**src/rtl/wb3_bus_master_pkg.sv**
```systemverilog
`timescale 1ns/1ps
`default_nettype none
// ============================================================================
// Module      : wb3_bus_master_pkg
// Description : Shared types and default widths for the Wishbone B3 classic
//               single-transfer bus master.
// Revision    : 1.0 - initial release
// ============================================================================
package wb3_bus_master_pkg;

  // Default bus geometry, shared by the master and its benches
  localparam int C_ADDR_WIDTH = 3;
  localparam int C_DATA_WIDTH = 8;

  // Wait counter width; wide enough for the largest legal timeout (255)
  localparam int C_CNT_WIDTH  = 8;

  // Transaction FSM: accept a command, run one bus cycle, hold the response
  typedef enum logic [1:0] {
    IDLE = 2'd0,
    BUS  = 2'd1,
    RESP = 2'd2
  } state_e;

endpackage : wb3_bus_master_pkg
`default_nettype wire

```
**src/rtl/wb3_bus_master_irq.sv**
```systemverilog
`timescale 1ns/1ps
`default_nettype none
// ============================================================================
// Module      : wb3_bus_master_irq
// Description : Registers the slave level interrupt and produces a one-cycle
//               pulse on its rising edge. Runs independently of the FSM.
// Revision    : 1.0 - initial release
// ============================================================================
module wb3_bus_master_irq (
  input  logic clk,
  input  logic arst,
  input  logic inta,
  output logic irq_level,
  output logic irq_pulse
);

  logic r_level;
  logic r_pulse;

  // One register stage for the level; the pulse compares the live input
  // against the previous registered level so both outputs share the latency.
  always_ff @(posedge clk or negedge arst) begin
    if (!arst) begin
      r_level <= 1'b0;
      r_pulse <= 1'b0;
    end else begin
      r_level <= inta;
      r_pulse <= inta & ~r_level;
    end
  end

  assign irq_level = r_level;
  assign irq_pulse = r_pulse;

endmodule : wb3_bus_master_irq
`default_nettype wire

```
**src/rtl/wb3_bus_master.sv**
```systemverilog
`timescale 1ns/1ps
`default_nettype none
// ============================================================================
// Module      : wb3_bus_master
// Description : Command/response front end driving single Wishbone B3
//               classic transfers, with a no-ack timeout and an interrupt
//               level/edge monitor.
// Revision    : 1.0 - initial release
// ============================================================================
module wb3_bus_master #(
  parameter int ADDR_WIDTH     = wb3_bus_master_pkg::C_ADDR_WIDTH,
  parameter int DATA_WIDTH     = wb3_bus_master_pkg::C_DATA_WIDTH,
  parameter int TIMEOUT_CYCLES = 16
) (
  input  logic                  clk,
  input  logic                  arst,
  // command channel
  input  logic                  cmd_valid,
  output logic                  cmd_ready,
  input  logic                  cmd_we,
  input  logic [ADDR_WIDTH-1:0] cmd_addr,
  input  logic [DATA_WIDTH-1:0] cmd_wdata,
  // response channel
  output logic                  rsp_valid,
  input  logic                  rsp_ready,
  output logic [DATA_WIDTH-1:0] rsp_rdata,
  output logic                  rsp_err,
  // Wishbone B3 classic master port
  output logic [ADDR_WIDTH-1:0] wb_adr_o,
  output logic [DATA_WIDTH-1:0] wb_dat_o,
  input  logic [DATA_WIDTH-1:0] wb_dat_i,
  output logic                  wb_we_o,
  output logic                  wb_stb_o,
  output logic                  wb_cyc_o,
  input  logic                  wb_ack_i,
  input  logic                  wb_inta_i,
  // interrupt monitor
  output logic                  irq_level,
  output logic                  irq_pulse
);

  import wb3_bus_master_pkg::*;

  // Value of the wait counter during the last strobe cycle that may still
  // be acknowledged; without ack on that cycle the transfer is aborted.
  localparam logic [C_CNT_WIDTH-1:0] c_timeout_last =
    C_CNT_WIDTH'(TIMEOUT_CYCLES - 1);

  state_e                  r_state;
  state_e                  w_state_next;

  logic                    r_cmd_ready;
  logic                    r_rsp_valid;
  logic                    r_rsp_err;
  logic [DATA_WIDTH-1:0]   r_rsp_rdata;

  logic                    r_wb_cyc;
  logic                    r_wb_we;
  logic [ADDR_WIDTH-1:0]   r_wb_adr;
  logic [DATA_WIDTH-1:0]   r_wb_dat;

  logic [C_CNT_WIDTH-1:0]  r_wait_cnt;

  logic                    w_cmd_fire;
  logic                    w_rsp_fire;
  logic                    w_timeout;
  logic                    w_ack_done;
  logic                    w_abort_done;

  assign w_cmd_fire = cmd_valid & r_cmd_ready;
  assign w_rsp_fire = r_rsp_valid & rsp_ready;
  assign w_timeout  = (r_wait_cnt == c_timeout_last);

  // Next-state decode; ack is checked before the timeout so it wins a tie
  always_comb begin
    w_state_next = r_state;
    w_ack_done   = 1'b0;
    w_abort_done = 1'b0;
    case (r_state)
      IDLE: begin
        if (w_cmd_fire) begin
          w_state_next = BUS;
        end
      end
      BUS: begin
        if (wb_ack_i) begin
          w_state_next = RESP;
          w_ack_done   = 1'b1;
        end else if (w_timeout) begin
          w_state_next = RESP;
          w_abort_done = 1'b1;
        end
      end
      RESP: begin
        if (w_rsp_fire) begin
          w_state_next = IDLE;
        end
      end
      default: begin
        w_state_next = IDLE;
      end
    endcase
  end

  // State register
  always_ff @(posedge clk or negedge arst) begin
    if (!arst) begin
      r_state <= IDLE;
    end else begin
      r_state <= w_state_next;
    end
  end

  // cmd_ready is registered so it stays low through reset and rises on the
  // first edge after release; afterwards it tracks the IDLE state exactly.
  always_ff @(posedge clk or negedge arst) begin
    if (!arst) begin
      r_cmd_ready <= 1'b0;
    end else begin
      r_cmd_ready <= (w_state_next == IDLE);
    end
  end

  // Wait counter: held at zero outside BUS so each bus cycle starts from 0
  always_ff @(posedge clk or negedge arst) begin
    if (!arst) begin
      r_wait_cnt <= '0;
    end else if (r_state != BUS) begin
      r_wait_cnt <= '0;
    end else if (!wb_ack_i) begin
      r_wait_cnt <= r_wait_cnt + 1'b1;
    end
  end

  // Bus drivers: loaded at the command handshake, cleared when the bus
  // cycle ends so data/we read as zero whenever cyc is low.
  always_ff @(posedge clk or negedge arst) begin
    if (!arst) begin
      r_wb_cyc <= 1'b0;
      r_wb_we  <= 1'b0;
      r_wb_adr <= '0;
      r_wb_dat <= '0;
    end else if (w_cmd_fire) begin
      r_wb_cyc <= 1'b1;
      r_wb_we  <= cmd_we;
      r_wb_adr <= cmd_addr;
      r_wb_dat <= cmd_wdata;
    end else if (w_ack_done || w_abort_done) begin
      r_wb_cyc <= 1'b0;
      r_wb_we  <= 1'b0;
      r_wb_adr <= '0;
      r_wb_dat <= '0;
    end
  end

  // Response payload: captured when the bus cycle ends, held through RESP
  always_ff @(posedge clk or negedge arst) begin
    if (!arst) begin
      r_rsp_rdata <= '0;
      r_rsp_err   <= 1'b0;
    end else if (w_ack_done) begin
      r_rsp_rdata <= r_wb_we ? '0 : wb_dat_i;
      r_rsp_err   <= 1'b0;
    end else if (w_abort_done) begin
      r_rsp_rdata <= '0;
      r_rsp_err   <= 1'b1;
    end
  end

  // rsp_valid rises one edge after RESP is entered and falls on handshake
  always_ff @(posedge clk or negedge arst) begin
    if (!arst) begin
      r_rsp_valid <= 1'b0;
    end else if (w_rsp_fire) begin
      r_rsp_valid <= 1'b0;
    end else if (r_state == RESP) begin
      r_rsp_valid <= 1'b1;
    end
  end

  // Interrupt level/edge monitor
  wb3_bus_master_irq u_irq (
    .clk       (clk),
    .arst      (arst),
    .inta      (wb_inta_i),
    .irq_level (irq_level),
    .irq_pulse (irq_pulse)
  );

  assign cmd_ready = r_cmd_ready;
  assign rsp_valid = r_rsp_valid;
  assign rsp_rdata = r_rsp_rdata;
  assign rsp_err   = r_rsp_err;
  assign wb_cyc_o  = r_wb_cyc;
  assign wb_stb_o  = r_wb_cyc;
  assign wb_we_o   = r_wb_we;
  assign wb_adr_o  = r_wb_adr;
  assign wb_dat_o  = r_wb_dat;

endmodule : wb3_bus_master
`default_nettype wire

```
**config.mk**
```make
export PLATFORM = sky130hd
export DESIGN_NAME = wb3_bus_master
export DESIGN_NICKNAME = d
export VERILOG_FILES = /design/src/rtl/wb3_bus_master_pkg.sv /design/src/rtl/wb3_bus_master_irq.sv /design/src/rtl/wb3_bus_master.sv
export SDC_FILE = /design/constraint.sdc
export NUM_CORES = 1
export LEC_CHECK = 0
export BUFFER_PORTS_ARGS = -buffer_cell sky130_fd_sc_hd__buf_4
export CORE_MARGIN = 2
export CORE_UTILIZATION = 56
export CTS_BUF_LIST = sky130_fd_sc_hd__clkbuf_2
export DETAILED_ROUTE_END_ITERATION = 7
export GPL_TIMING_DRIVEN = 0
export HOLD_SLACK_MARGIN = 0.06
export PLACE_DENSITY = 0.91
export SYNTH_ARGS = -nofsm -noshare
export SYNTH_HDL_FRONTEND = slang
export SYNTH_SLANG_ARGS = --single-unit
```
**constraint.sdc**
```tcl
create_clock -name clk -period 4.6 [get_ports clk]
set_input_delay 0.69 -clock clk [delete_from_list [all_inputs] [get_ports clk]]
set_output_delay 0.69 -clock clk [all_outputs]
set_load 0.005 [all_outputs]
```
Word level (Yosys, flattened, before mapping)
Cells that the tools add are included.
{ "totals": {"ff_bits": 36, "latch_bits": 0, "ram_bits": 0, "rom_bits": 0, "input_bits": 26, "wordCells": 54, "memories": 0} }
{ "classes": {"add_sub_neg": 1, "mul": 0, "n_div": 0, "order_cmp": 0, "eq_ne": 5, "shifts": 0, "muxes": 26, "n_bitwise": 4, "n_reduce_logical": 6} }
{ "ops": {"columns": ["operator", "count"], "rows": [
  ["8-bit two-way mux", 7],
  ["1-bit two-way mux", 12],
  ["8-bit by 1-bit adder with 8-bit output, second input constant", 1],
  ["8-bit by 4-bit == test with 1-bit output, second input constant", 1],
  ["2-bit two-way mux", 4],
  ["3-bit two-way mux", 2],
  ["2-bit one-hot mux with 3 select lines", 1],
  ["2-bit nonzero test", 3],
  ["2-bit zero test", 2],
  ["2-bit by 1-bit != test with 1-bit output, second input constant", 2],
  ["1-bit bitwise AND", 3],
  ["2-bit by 1-bit == test with 1-bit output, second input constant", 1],
  ["2-bit == test, second input constant", 1],
  ["1-bit logical OR", 1],
  ["1-bit NOT", 1]
]} }

Depth between registers and ports, before layout
Gate-level depths: netlist of run 1.
{ "depth": {"depth_word": 7, "ltp_mapped": 5} }

Modules after synthesis
A second synthesis of run 1 with hierarchy kept.
{ "hier_totals": {"hier_cells": 140, "area_unflattened_um2": 1662.8} }
{ "by_module_without_submodules": {"columns": ["mod", "n_inst", "cells_each", "area_per_inst_um2", "seq_area_each_um2"], "rows": [
  ["wb3_bus_master", 1, 137, 1599.0, 850.8],
  ["wb3_bus_master_irq", 1, 3, 63.8, 50.0]
]} }

Worst setup path after synthesis of run 1
No wires, ideal clock.
{ "synth_path": {"kind": "input port to flip-flop", "start": "input cmd_valid", "end": "register r_wb_adr[0] (netlist: wb_adr_o[0])", "setup_time_ns": 0.126, "arrival_time_ns": 1.510, "setup_slack_ns": 2.964, "cell_stages": 5, "cell_sequence": "and2_1 clkbuf_1 a211oi_4 buf_6 a221o_1"} }
{ "synth_via": {"elab_chain_len": 2} }
{ "synth_rtl": {"columns": ["element", "line_no", "source"], "rows": [
  ["start: declaration", "wb3_bus_master.sv:18", "input logic cmd_valid,"],
  ["1-bit bitwise AND *", "wb3_bus_master.sv:70", "assign w_cmd_fire = cmd_valid & r_cmd_ready;"],
  ["3-bit two-way mux / 2-bit nonzero test (equally long branches)", null, null],
  ["end signal: assignment", "wb3_bus_master.sv:146", "r_wb_adr <= cmd_addr;"],
  ["end: declaration", "wb3_bus_master.sv:59", "logic [ADDR_WIDTH-1:0] r_wb_adr;"]
]} }
Mark *: on every way between the ends. The rest lies on a longest branch, timed or not.
A chain may end at the register's enable or synchronous reset.

Final worst setup path of run 1
{ "layout_path": {"start": "register r_wb_cyc (netlist: wb_cyc_o)", "end": "output wb_stb_o"} }
{ "layout_lines": {"columns": ["element", "line_no", "source"], "rows": [
  ["start: declaration", "wb3_bus_master.sv:57", "logic r_wb_cyc;"],
  ["start signal: assignment", "wb3_bus_master.sv:139", "r_wb_cyc <= 1'b0;"],
  ["start signal: assignment", "wb3_bus_master.sv:144", "r_wb_cyc <= 1'b1;"],
  ["start signal: assignment", "wb3_bus_master.sv:149", "r_wb_cyc <= 1'b0;"],
  ["end: declaration", "wb3_bus_master.sv:33", "output logic wb_stb_o,"]
]} }
No word-level cell between the ends.

==> results of run 1 <==
## state kept, by name, summed over array words and instances, names as in the netlist, 2 cells and up
name	count
r_state	2
wb_adr_o	3
r_wait_cnt	8
rsp_rdata	8
wb_dat_o	8
## metal layers
layer / GRT usage / part of all wire
met3: 0.0536 / 0.073
met1: 0.307 / 0.40
met5: 0 / 0
met4: 0.0797 / 0.018
met2: 0.417 / 0.50
## layout by cell type, fill, tap and decap left out, types with 2 or more instances in the layout
master | netlist | layout
a221o_2 | 2 | 2
and3_1 | 12 | 12
nand4b_1 | 2 | 2
or3_1 | 3 | 3
nor2_1 | 5 | 5
a21o_1 | 8 | 8
xor2_1 | 3 | 3
clkbuf_2 | 0 | 5
nand2_1 | 3 | 3
buf_2 | 5 | 5
a221o_1 | 10 | 10
o21ai_0 | 5 | 5
nand2b_1 | 3 | 3
nor2b_1 | 3 | 3
buf_4 | 1 | 53
a21oi_1 | 6 | 6
dfrtp_1 | 36 | 36
clkbuf_1 | 3 | 3
a22o_1 | 8 | 8
## power groups by stage
stage	Sequential (uW)	Combinational, uW	Clock (uW)
floorplan	515	291	0
global placement	514	512	0
detailed placement	526	528	0
CTS	519	534	203
global route	535	576	213
finish	520	528	200
## logic make-up after synthesis
kind of cell / count (synthesis) / synth area share
flip-flops: 36 / 0.548
AO/OA/AOI/OAI: 45 / 0.222
buffers and inverters: 11 / 0.0357
adder cells (fa/ha/maj): 1 / 0.00760
AND/OR/NAND/NOR: 40 / 0.160
multiplexers: 1 / 0.00608
XOR/XNOR: 4 / 0.0213
## per-stage QoR
stage / area, um2 / setup WS, ns
2_1_floorplan: 1650 / 2.96
3_3_place_gp: 2070 / 2.76
3_5_place_dp: 2070 / 2.74
4_1_cts: 2140 / 2.80
5_1_grt: 2140 / 2.74
6_report: 2140 / 2.81
## area by class of cell
| class | count | share of cell area |
|---|---|---|
| flip-flops and latches | 36 | 0.421 |
| multi-input cells | 91 | 0.320 |
| repair buffers | 52 | 0.182 |
| plain buffers | 10 | 0.0257 |
| clock inverters | 3 | 0.0199 |
| well taps | 31 | 0.0181 |
| clock buffers | 5 | 0.0117 |
| inverters | 1 | 0.00175 |
## final timing paths
kind | endpoint | startpoint | slack (ns)
setup / recovery | wb_stb_o | wb_cyc_o$_DFFE_PN0P_ | 2.81
hold / removal | wb_dat_o[6]$_DFFE_PN0P_ | arst | 0.21
setup reg to reg | wb_dat_o[0]$_DFFE_PN0P_ | r_wait_cnt[0]$_DFFE_PN0N_ | 2.96
hold reg to reg | u_irq.irq_pulse$_DFF_PN0_ | u_irq.irq_level$_DFF_PN0_ | 0.44
max in group asynchronous | r_wait_cnt[2]$_DFFE_PN0N_ | arst | 4.05
min in group clk | u_irq.irq_level$_DFF_PN0_ | wb_inta_i | 0.42
==> qor.csv, run 1 <==
metric,value,unit
Comb pwr share,0.423,
H-tree depth,2,
die width,58.2,um
Crit path max-delay family,flip-flops,
hold buffer count at CTS,0,
"Hold Violations, Final",0,
crit-path cells,buf_4 -> buf_4,
HPWL Detailed,2640,um
initial core utilization,0.592,
"Net Count, Synth",165,
Peak VDD IR,541,uV
Most used DFF post-synth,dfrtp_1,
Critical Path RT,3.91,ns
run status,"finished, final reports clean",
post-layout min period,1.79,ns
number of synthesis warnings,0,
largest area contributor in the netlist,dfrtp_1,
die area,3390,um2
P_sw,411,uW
number of enable flip-flop cells after synthesis,0,
Final Setup Violations,0,
clk_lat worst skew,0.38,ns
Iter 0 DRT Violations,84,
synthesized area,1650,um2
First-pass DRT Iterations,4,
Finished Layout Cells,229,
clock-pin slew on the worst setup and hold paths,0.21,ns
area grow syn2layout,30.2,%
multi-input logic area,686,um2
WL/cell,16.5,um
CP max stage cell,dfrtp_1,
Stages on worst setup path,2,
RD Place Congestion,0.807,
IO Port Bufs,52,
root buf cell,clkbuf_2,
cell mode on critical path,buf_4,
vias in the first global route,1364,
Core ar.,2780,um2
Die Y,58.2,um
CP Max Fanout,4,
CTS tree,yes,
register cell area after layout,901,um2
Final period util,0.390,
RSZ-0062 raised after global routing,false,
worst r2r path cells,5,
GRT Overall Usage,0.244,
global-route wire length before repair,6310,um
Slew Limit Fails,0,
#FFs+latches synth,36,
Slowest Stage Delay on Critical Path,0.46,ns
switching part of the total power,0.330,
pwr dens,582,nW/um2
P_leak,0.00100,uW
max-cap check violation count,0,
Total Power,1250,uW
"top cells by area, synth","dfrtp_1 55%, a221o_1 6.1%, and3_1 4.6%, a22o_1 4.3%, a21o_1 3.7%",
clock power share,0.160,
crit path capture type,output port,
IO Count,53,
Fin Hold WS,0.215,ns
Netlist cell types,38,
sequential area share after synthesis,0.548,
Reg power frac,0.417,
setup repair bufs after CTS,0,
Rows,19,
Min-Delay Path Class,input port to asynchronous set/reset pin,
crit path launch type,register,
Setup Crit Path Kind,register to output port,
initial antenna violation count,0,
largest net degree at the start of global routing,37,
CTS Buf Count,5,
placed insts,221,
clk_skew,0.0243,ns
post-CTS sizing,0,
fillcell total,189,
GR Overflow Total,0,
final core occ,0.770,
total wire length,3790,um
total internal power,836,uW
layout cells sized above 1,0.379,
Cells after Synth,138,
drt drc,0,
Final nets,224,
ys async rst share,1.00,
ANT nets after route,0,
relative slew slack,0.706,
WP data arrival,1.10,ns
top cell type's share of synthesized area,0.548,
Antenna Cells,0,
fmax,557,MHz
CTS sink cnt,36,
clock buffer depth,2,
most frequent cell after synthesis,dfrtp_1,
vias,1369,
"Buf+Inv Stages, Crit Path",2,
Vias/cell,5.98,
Avg Synthesized Cell Area,11.9,um2
Commonest cells post-synth,"36 x dfrtp_1, 12 x and3_1, 10 x a221o_1",
Least-Margin Pin Slew,0.442,ns
Post-Route Setup TNS,0,ns
Power figures use the tool's default switching activity.
==> run 2: changes to the inputs <==
CORE_UTILIZATION = 52   (was 56)
PLACE_DENSITY = 0.85   (was 0.91)
clock period = 1.88 ns   (was 4.6 ns; I/O delays follow)
==> run 2 against run 1 <==
Clock-buffer cell count rose by 1. Highest routed layer unchanged. Cell count rose by 6.6%. Largest power group unchanged. Power rose by 140%. Sequential power rose by 140%. Combinational power rose by 150%. Hold slack got worse by 0.10 ns. Clock skew rose by 0.00084 ns. Critical path depth rose by 3. Sequential share of layout area fell by 0.65 points. Die area rose by 7.2%. Register-to-register slack got worse by 2.7 ns. Non-clock buffer count rose by 2.
==> qor.csv, run 2 (synthesis gave the netlist of run 1 again) <==
metric,value,unit,change
run status,"finished, final reports clean",,
Crit path max-delay family,flip-flops,,
Core ar.,3030,um2,+8.9%
GRT Overall Usage,0.217,,-0.0268
clk_skew,0.0251,ns,+0.000845 ns
Min-Delay Path Class,input port to register,,
clock-pin slew on the worst setup and hold paths,0.19,ns,-0.02 ns
Least-Margin Pin Slew,0.447,ns,+0.00588 ns
worst r2r path cells,5,,unchanged
root buf cell,clkbuf_2,,
Post-Route Setup TNS,0,ns,unchanged
r2r setup slk,0.23,ns,-2.73 ns
initial core utilization,0.543,,-0.0482
RD Place Congestion,0.759,,-5.9%
Iter 0 DRT Violations,90,,+7.1%
WL/cell,15.0,um,-9.3%
P_sw,1000,uW,+140%
crit path launch type,register,,
ANT nets after route,0,,unchanged
vias in the first global route,1283,,-5.9%
post-layout min period,1.65,ns,
largest net degree at the start of global routing,37,,unchanged
Peak VDD IR,689,uV,+27%
IO Count,53,,unchanged
clock power share,0.159,,about the same
relative slew slack,0.702,,-0.00392
IO Port Bufs,52,,unchanged
Slowest Stage Delay on Critical Path,0.42,ns,-0.04 ns
WP data arrival,1.94,ns,+0.84 ns
Slew Limit Fails,0,,unchanged
"commonest non-fill, non-tap cell in the layout",buf_4,,
clock buffer depth,2,,unchanged
Setup Crit Path Kind,register to register,,
Fin Hold WS,0.112,ns,-0.103 ns
Vias/cell,5.57,,-6.8%
min-delay src,cmd_wdata[3],,
vias,1359,,-0.73%
CTS tree,yes,,
Rows,20,,+1
Worst R2R End,wb_adr_o[0]$_DFFE_PN0P_,,
pwr dens,1400,nW/um2,+140%
initial antenna violation count,0,,unchanged
Hold EP,wb_dat_o[3]$_DFFE_PN0P_,,
First-pass DRT Iterations,4,,unchanged
area grow syn2layout,32.2,%,
drt drc,0,,unchanged
total wire length,3660,um,-3.3%
crit path capture type,register,,
Min-Delay Path Depth,2,,
"Buf+Inv Stages, Crit Path",1,,-1
Final Setup Violations,0,,unchanged
CTS sink cnt,36,,unchanged
global-route wire length before repair,5830,um,-7.5%
CTS Buf Count,5,,unchanged
"commonest non-fill, non-tap cells in the layout","53 x buf_4, 36 x dfrtp_1, 12 x and3_1, 10 x a221o_1",,
fmax,607,MHz,
CP max stage cell,dfrtp_1,,
switching part of the total power,0.327,,-0.00235
clk_lat worst skew,0.38,ns,about the same
total internal power,2060,uW,+150%
CP Max Fanout,10,,+6
Final period util,0.877,,
Comb pwr share,0.426,,+0.003
Crit Reg-Reg Startpoint,r_wait_cnt[0]$_DFFE_PN0N_,,
Critical Path RT,2.17,ns,-1.74 ns
GR Overflow Total,0,,unchanged
crit-path cells,ha_1 -> nor3b_4 -> a211oi_4 -> buf_6 -> a221o_1,,
"Hold Violations, Final",0,,unchanged
Die Y,60.3,um,+3.5%
layout cells sized above 1,0.375,,-0.00379
post-CTS sizing,0,,unchanged
die area,3630,um2,+7.2%
Antenna Cells,0,,unchanged
H-tree depth,2,,unchanged
Final nets,226,,+0.89%
P_leak,0.00101,uW,+1.2%
HPWL Detailed,2610,um,-1.1%
max-cap check violation count,0,,unchanged
die width,60.3,um,+3.5%
Reg power frac,0.416,,about the same
RSZ-0062 raised after global routing,false,,
-- run 2: worst max path at each step --
| stage | from | end | slack, ns | depth (start not counted) |
|---|---|---|---|---|
| floorplan | r_wait_cnt[0]$_DFFE_PN0N_ | wb_adr_o[0]$_DFFE_PN0P_ | 0.40 | 5 |
| global placement | r_wait_cnt[0]$_DFFE_PN0N_ | wb_dat_o[2]$_DFFE_PN0P_ | 0.30 | 5 |
| detailed placement | r_wait_cnt[0]$_DFFE_PN0N_ | wb_adr_o[0]$_DFFE_PN0P_ | 0.25 | 5 |
| CTS | r_wait_cnt[0]$_DFFE_PN0N_ | wb_adr_o[0]$_DFFE_PN0P_ | 0.24 | 5 |
| global route | r_wait_cnt[0]$_DFFE_PN0N_ | wb_dat_o[1]$_DFFE_PN0P_ | 0.18 | 5 |
| finish | r_wait_cnt[0]$_DFFE_PN0N_ | wb_adr_o[0]$_DFFE_PN0P_ | 0.23 | 5 |
-- run 2: area by class of cell --
type	count	area (um2)
well taps	44	55.1
clock buffers	6	30.0
multi-input cells	91	686
flip-flops and latches	36	901
fillers	216	852
clock inverters	2	35.0
inverters	1	3.75
plain buffers	10	55.1
repair buffers	54	410
-- run 2: metrics by stage --
step / cell area, um2 / instances / setup slack (ns) / utilization / power [uW]
6_report: 2180 / 244 / 0.232 / 0.719 / 3060
2_1_floorplan: 1650 / 138 / 0.396 / - / 1970
3_3_place_gp: 2090 / 234 / 0.302 / 0.690 / 2510
3_5_place_dp: 2090 / 234 / 0.252 / 0.690 / 2590
5_1_grt: 2180 / 244 / 0.175 / 0.719 / 3270
4_1_cts: 2180 / 244 / 0.244 / 0.719 / 3080
-- run 2: repair_timing --
item / 4_1_cts / 5_1_grt
setup buffers: 0 / 0
hold buffers: 2 / 0
hold endpoints to repair: 37 / 0
-- run 2: metal layers --
metal,GRT usage,part of all wire,vias to the layer above
li1,-,-,639
met1,0.292,0.45,667
met2,0.345,0.48,49
met3,0.0606,0.065,4
met4,0.0571,0.0085,0
met5,0,0,-
-- run 2: power groups by stage --
stage          clock (uW)  combinational [uW]  sequential [uW]
2_1_floorplan           0                 713             1260
3_3_place_gp            0                1250             1260
3_5_place_dp            0                1310             1280
4_1_cts               494                1320             1270
5_1_grt               526                1430             1310
6_report              485                1300             1270
